[config.mk]
export PLATFORM = sky130hd
export DESIGN_NAME = snake_game_ctrl
export DESIGN_NICKNAME = d
export VERILOG_FILES = /design/src/rtl/snake_game_ctrl.sv
export SDC_FILE = /design/constraint.sdc
export NUM_CORES = 1
export LEC_CHECK = 0
export CORE_MARGIN = 5
export CORE_UTILIZATION = 57
export CTS_CLUSTER_DIAMETER = 30
export DETAILED_ROUTE_END_ITERATION = 7
export HOLD_SLACK_MARGIN = 0.06
export PLACE_DENSITY = 0.8
export SETUP_SLACK_MARGIN = 0.05
export SYNTH_ARGS = -nofsm -noshare
export SYNTH_HDL_FRONTEND = slang
export SYNTH_SLANG_ARGS = --single-unit
[constraint.sdc]
create_clock -name clk -period 2.4 [get_ports clk]
set_clock_uncertainty 0.05 [all_clocks]
set_input_delay 0.36 -clock clk [delete_from_list [all_inputs] [get_ports clk]]
set_output_delay 0.36 -clock clk [all_outputs]
set_load 0.05 [all_outputs]
[src/rtl/snake_game_ctrl.sv]
// Snake game sequencer: button filtering, frame-paced step requests issued in
// vertical blanking, score/speed tracking and the IDLE/RUN/WAIT_STEP/OVER flow.
module snake_game_ctrl #(
    parameter int FRAMES_PER_STEP_INIT = 8,
    parameter int MIN_FRAMES           = 2,
    parameter int SPEEDUP_EVERY        = 4,
    parameter int OVER_HOLD_FRAMES     = 120
) (
    input  logic       clk,
    input  logic       rst_n,
    input  logic       frame_start,
    input  logic       left,
    input  logic       right,
    input  logic       up,
    input  logic       down,
    input  logic       step_done,
    input  logic       collision,
    input  logic       food_eaten,
    output logic       step,
    output logic       clear,
    output logic [1:0] dir,
    output logic [1:0] state,
    output logic [7:0] score,
    output logic       busy
);

    typedef enum logic [1:0] {
        ST_IDLE = 2'b00,
        ST_RUN  = 2'b01,
        ST_WAIT = 2'b10,
        ST_OVER = 2'b11
    } state_t;

    localparam logic [5:0] PERIOD_INIT = 6'(FRAMES_PER_STEP_INIT);
    localparam logic [5:0] PERIOD_MIN  = 6'(MIN_FRAMES);
    localparam logic [7:0] SPEEDUP_W   = 8'(SPEEDUP_EVERY);
    localparam logic [7:0] HOLD_MAX    = 8'(OVER_HOLD_FRAMES);

    // Button bit index equals its direction code: 0 right, 1 left, 2 up, 3 down.
    logic [3:0] btn_raw;
    logic [3:0] btn_meta_q, btn_sync_q;

    state_t     state_q, state_d;
    logic [1:0] dir_q, dir_d;
    logic [1:0] pend_q, pend_d;
    logic [7:0] score_q, score_d;
    logic [5:0] period_q, period_d;
    logic [5:0] frame_cnt_q, frame_cnt_d;
    logic [7:0] hold_q, hold_d;
    logic       launch_q, launch_d;
    logic       step_q, step_d;
    logic       clear_q, clear_d;
    logic       busy_q, busy_d;

    logic       press_valid;
    logic [1:0] press_dir;
    logic       accept_turn;
    logic       start_game;
    logic [7:0] score_inc;

    assign btn_raw = {down, up, left, right};

    always_comb begin
        press_valid = 1'b1;
        press_dir   = 2'b00;
        case (btn_sync_q)
            4'b0001: press_dir = 2'b00;
            4'b0010: press_dir = 2'b01;
            4'b0100: press_dir = 2'b10;
            4'b1000: press_dir = 2'b11;
            default: press_valid = 1'b0;
        endcase
    end

    // Reverse of a direction differs only in the low bit.
    assign accept_turn = press_valid && ((press_dir ^ 2'b01) != dir_q);
    assign score_inc   = score_q + 8'd1;

    always_comb begin
        state_d     = state_q;
        dir_d       = dir_q;
        pend_d      = pend_q;
        score_d     = score_q;
        period_d    = period_q;
        frame_cnt_d = frame_cnt_q;
        hold_d      = hold_q;
        launch_d    = 1'b0;
        clear_d     = 1'b0;
        start_game  = 1'b0;

        case (state_q)
            ST_IDLE: begin
                if (press_valid) start_game = 1'b1;
            end
            ST_RUN: begin
                if (accept_turn) pend_d = press_dir;
                if (frame_start) begin
                    if (frame_cnt_q + 6'd1 == period_q) begin
                        frame_cnt_d = 6'd0;
                        dir_d       = pend_d;
                        state_d     = ST_WAIT;
                        launch_d    = 1'b1;
                    end else begin
                        frame_cnt_d = frame_cnt_q + 6'd1;
                    end
                end
            end
            ST_WAIT: begin
                if (accept_turn) pend_d = press_dir;
                if (step_done) begin
                    if (collision) begin
                        state_d = ST_OVER;
                        hold_d  = 8'd0;
                    end else begin
                        if (food_eaten && score_q != 8'hFF) begin
                            score_d = score_inc;
                            if ((score_inc % SPEEDUP_W) == 8'd0 && period_q > PERIOD_MIN)
                                period_d = period_q - 6'd1;
                        end
                        state_d = ST_RUN;
                    end
                end
            end
            ST_OVER: begin
                if (frame_start && hold_q != HOLD_MAX) hold_d = hold_q + 8'd1;
                if (hold_q == HOLD_MAX && press_valid) start_game = 1'b1;
            end
            default: state_d = ST_IDLE;
        endcase

        if (start_game) begin
            clear_d     = 1'b1;
            dir_d       = press_dir;
            pend_d      = press_dir;
            score_d     = 8'd0;
            period_d    = PERIOD_INIT;
            frame_cnt_d = 6'd0;
            state_d     = ST_RUN;
        end

        busy_d = (state_d == ST_WAIT);
        // Step fires the cycle after the commit edge, only if still waiting on it.
        step_d = launch_q && (state_q == ST_WAIT);
    end

    always_ff @(posedge clk or negedge rst_n) begin
        if (!rst_n) begin
            btn_meta_q  <= 4'b0;
            btn_sync_q  <= 4'b0;
            state_q     <= ST_IDLE;
            dir_q       <= 2'b00;
            pend_q      <= 2'b00;
            score_q     <= 8'd0;
            period_q    <= PERIOD_INIT;
            frame_cnt_q <= 6'd0;
            hold_q      <= 8'd0;
            launch_q    <= 1'b0;
            step_q      <= 1'b0;
            clear_q     <= 1'b0;
            busy_q      <= 1'b0;
        end else begin
            btn_meta_q  <= btn_raw;
            btn_sync_q  <= btn_meta_q;
            state_q     <= state_d;
            dir_q       <= dir_d;
            pend_q      <= pend_d;
            score_q     <= score_d;
            period_q    <= period_d;
            frame_cnt_q <= frame_cnt_d;
            hold_q      <= hold_d;
            launch_q    <= launch_d;
            step_q      <= step_d;
            clear_q     <= clear_d;
            busy_q      <= busy_d;
        end
    end

    assign step  = step_q;
    assign clear = clear_q;
    assign dir   = dir_q;
    assign state = state_q;
    assign score = score_q;
    assign busy  = busy_q;

endmodule

==> metrics, run 1 <==
HPWL after DPL=3720 um; mux contribution to synthesized area=0.0346; cell with the most instances on the worst path=xnor2_1; Routed WL=5010 um; stage delay of the slowest cell on the critical path=420 ps; storage element area=1150 sq um; total track usage=0.186; Inserted Diodes=0; clock insertion delay at the later pin of the skew report=about 300 ps; worst hold-check slack=305 ps; crit path launch type=register; shortest clock period the worst path allows after layout=between 2000 and 2500 ps; arrival time at the worst endpoint=2300 ps; Final Cycle Share=0.907; post-detailed-route wirelength per cell=around 15 um; setup TNS=0 ps; # placed instances=325; post-synthesis register bit count=46; mean instance size in the synthesized netlist=10.3 sq um; CTS tree=yes; crit-path max FO=7; area of the multi-input gates=1280 sq um; via count of the first global-routing pass=1967; areal power density over the cells=1030 nW/um^2; number of nets produced by synthesis=roughly 270; Leak Pwr=approximately 1.4 nW; transition time of the tightest slew-check pin=652 ps; combinational family with the most area after synthesis=simple AND/OR/NAND/NOR gates; wire length of the first global-routing pass=approximately 9000 um; count of yosys warnings during synthesis=0; CP Cell Sequence=ha_1 > xnor2_1 > xnor2_1 > nor3_1 > and4_4 > a31oi_4 > mux2_1; number of placement rows=24; Post-Synth Simple-Gate Area=0.199; floorplan core area=4320 sq um; setup-violating endpoint count in the final report=0; starting density of the core=0.586; class of the tightest hold or removal check=register to register; number of DRC violations after detailed routing=0; Root Buffer=clkbuf_8; top-level port count=25; fin nets=301; clock edge transition at the registers on the reported setup and hold paths=90 ps; kind of end point of the critical path=register; Async SR Flop Fraction=1.00; vertical die dimension=76.7 um; Area Overhead vs Synth=19.4%; RSZ-0062 raised after global routing=no; die width=76.7 um; I/O Buffers=24; run status=finished clean; number of cells traversed by the worst register-to-register path=7; layout filler cell count=approximately 340; number of enable flip-flop cells after synthesis=0; total number of clock tree sinks=46; number of cells traversed by the worst hold path=0; clock buffers created by TritonCTS=5; standard cell with the maximum stage delay on the critical path=dfrtp_1; number of antenna violations at the first check in global routing=0; Resize count post-CTS=0; summed area of non-filler cells in the final layout=3020 sq um; data required time at the worst endpoint=2520 ps; peak clock frequency supported by timing=around 0.46 GHz; fraction of final layout cells with drive strength greater than 1=0.145; CP Class=register to register; total number of vias=1927; count of cell types in the netlist=56; synthesized area=2530 sq um; top_reg_cell synth=dfrtp_1; H-Tree Depth=2; Gate Count Post-Synth=246; placement-stage cell area=2880 sq um; routed via count divided by cell count=a little under 6; Peak supply drop=0.564 mV; final RePlAce weighted congestion=0.810; worst-case headroom to the max-slew limit=0.563; # Max-Cap Violations=0; maximum number of pins on one net before global-route repair=20; Detailed Routing Iterations Pass 1=4; total global routing overflow=0; Hold Fails Final Rpt=0; XOR/XNOR share of the synthesized area=0.0746; count of placed standard cells in the final layout, fillers left out=334; antenna viol nets, final=0; die footprint=5880 sq um; sequential cell area fraction in the yosys report=0.455; Max Root-Sink Buffers=2; first-iteration detailed-routing DRC count=111; share of the synthesized area in compound gates (AO/OA/AOI/OAI)=0.149; max-slew violation count=0; adder-cell share of the synthesized area=0.0494
cells in the final DEF, fill, tap and decap left out, drive strengths merged, types with 4 or more instances in the layout:
cell type,count
clkbuf,5
nor3,7
nand4,4
buf,13
nand2,15
ha,10
xnor2,10
mux2,6
clkdlybuf4s50,23
a21o,4
and3,6
nor2,19
dfrtp,45
inv,13
nor4,4
o21ai,14
xor2,9
nand3,8
a21oi,9
nand2b,4
a22o,5
area by class of cell:
class,instances,area share
repair buffers,37,0.111
clock buffers,5,0.0228
clock inverters,3,0.0228
flip-flops and latches,46,0.382
multi-input cells,178,0.424
inverters,13,0.0161
well taps,52,0.0215
cell usage after synthesis, types with 4 or more instances:
master | n | area (sq um)
nand3_1 | 8 | 40.0
nor2_1 | 19 | 71.3
clkbuf_1 | 4 | 15.0
ha_1 | 10 | 125
xnor2_1 | 10 | 87.6
nor4_1 | 4 | 25.0
nand4_1 | 4 | 25.0
a21oi_1 | 9 | 45.0
nand2_1 | 15 | 56.3
xor2_1 | 9 | 78.8
nand2b_1 | 4 | 25.0
dfrtp_1 | 45 | 1130
o21ai_0 | 12 | 60.1
and3_1 | 5 | 31.3
a22o_1 | 5 | 43.8
inv_1 | 13 | 48.8
nor3_1 | 5 | 25.0
mux2_2 | 4 | 45.0
a21o_1 | 4 | 30.0
cells by family after synthesis:
family	after synthesis
adders and majority gates	10
muxes	8
buffers and inverters	22
AOI/OAI and AO/OA	51
DFF	46
xor gates and xnor gates	20
and+or+nand+nor	89
where the power goes:
part / total (mW) / internal [mW] / switching, mW
registers: 1.10 / 0.932 / 0.166
logic: 1.33 / 0.560 / 0.768
clock network: 0.681 / 0.417 / 0.264
timing repair:
action | 4_1_cts | 5_1_grt
hold endpoints to repair | 16 | 0
setup endpoints to repair | 0 | 0
hold buffers | 1 | 0
setup buffers | 0 | 0
worst max-delay path: cells and delay by family (launching register included):
| family | cells | cell delay [ps] |
|---|---|---|
| AND/OR/NAND/NOR | 2 | 520 |
| AO/OA/AOI/OAI | 1 | 110 |
| multiplexers | 1 | 350 |
| flip-flops | 1 | 420 |
| adder cells (fa/ha/maj) | 1 | 270 |
| XOR/XNOR | 2 | 320 |
through the flow:
step,setup WS [ps],utilization,total power [mW]
after floorplan,166,-,2.06
after global placement,161,0.665,2.40
after detailed placement,105,0.665,2.45
after CTS,194,0.699,3.14
after global routing,70.3,0.699,3.35
final,224,0.699,3.11
sequential cells by signal, indices dropped and copies added, names as in the netlist:
name         flops
score            8
pend_q           2
clear            1
step             1
state            2
btn_sync_q       4
launch_q         1
busy             1
btn_meta_q       4
period_q         6
dir              2
frame_cnt_q      6
hold_q           8
final timing paths:
check	startpoint	endpoint	slack [ps]
setup / recovery	frame_cnt_q[0]	dir[0]	220
hold / removal	btn_meta_q[0]	btn_sync_q[0]	300
setup reg to reg	frame_cnt_q[0]	dir[0]	220
hold reg to reg	btn_meta_q[0]	btn_sync_q[0]	300
max in group asynchronous	rst_n	state[0]	1230
min in group asynchronous	rst_n	score[6]	470
layer usage:
layer / wire (um) / share of wire / global-route usage / vias to the layer above
li1: - / - / - / 954
met1: 2340 / 0.47 / 0.242 / 934
met2: 2470 / 0.49 / 0.308 / 31
met3: 128 / 0.026 / 0.0398 / 8
met4: 80 / 0.016 / 0.0629 / 0
met5: 0 / 0 / 0 / -
(Power assumes the default switching activity.)
==> inputs of run 2 (changes only) <==
- CAP_MARGIN: unset -> 20
- CTS_CLUSTER_DIAMETER: 30 -> 100
==> results of run 2 <==
The final DEF is identical to that of run 1; final timing and power are the same.
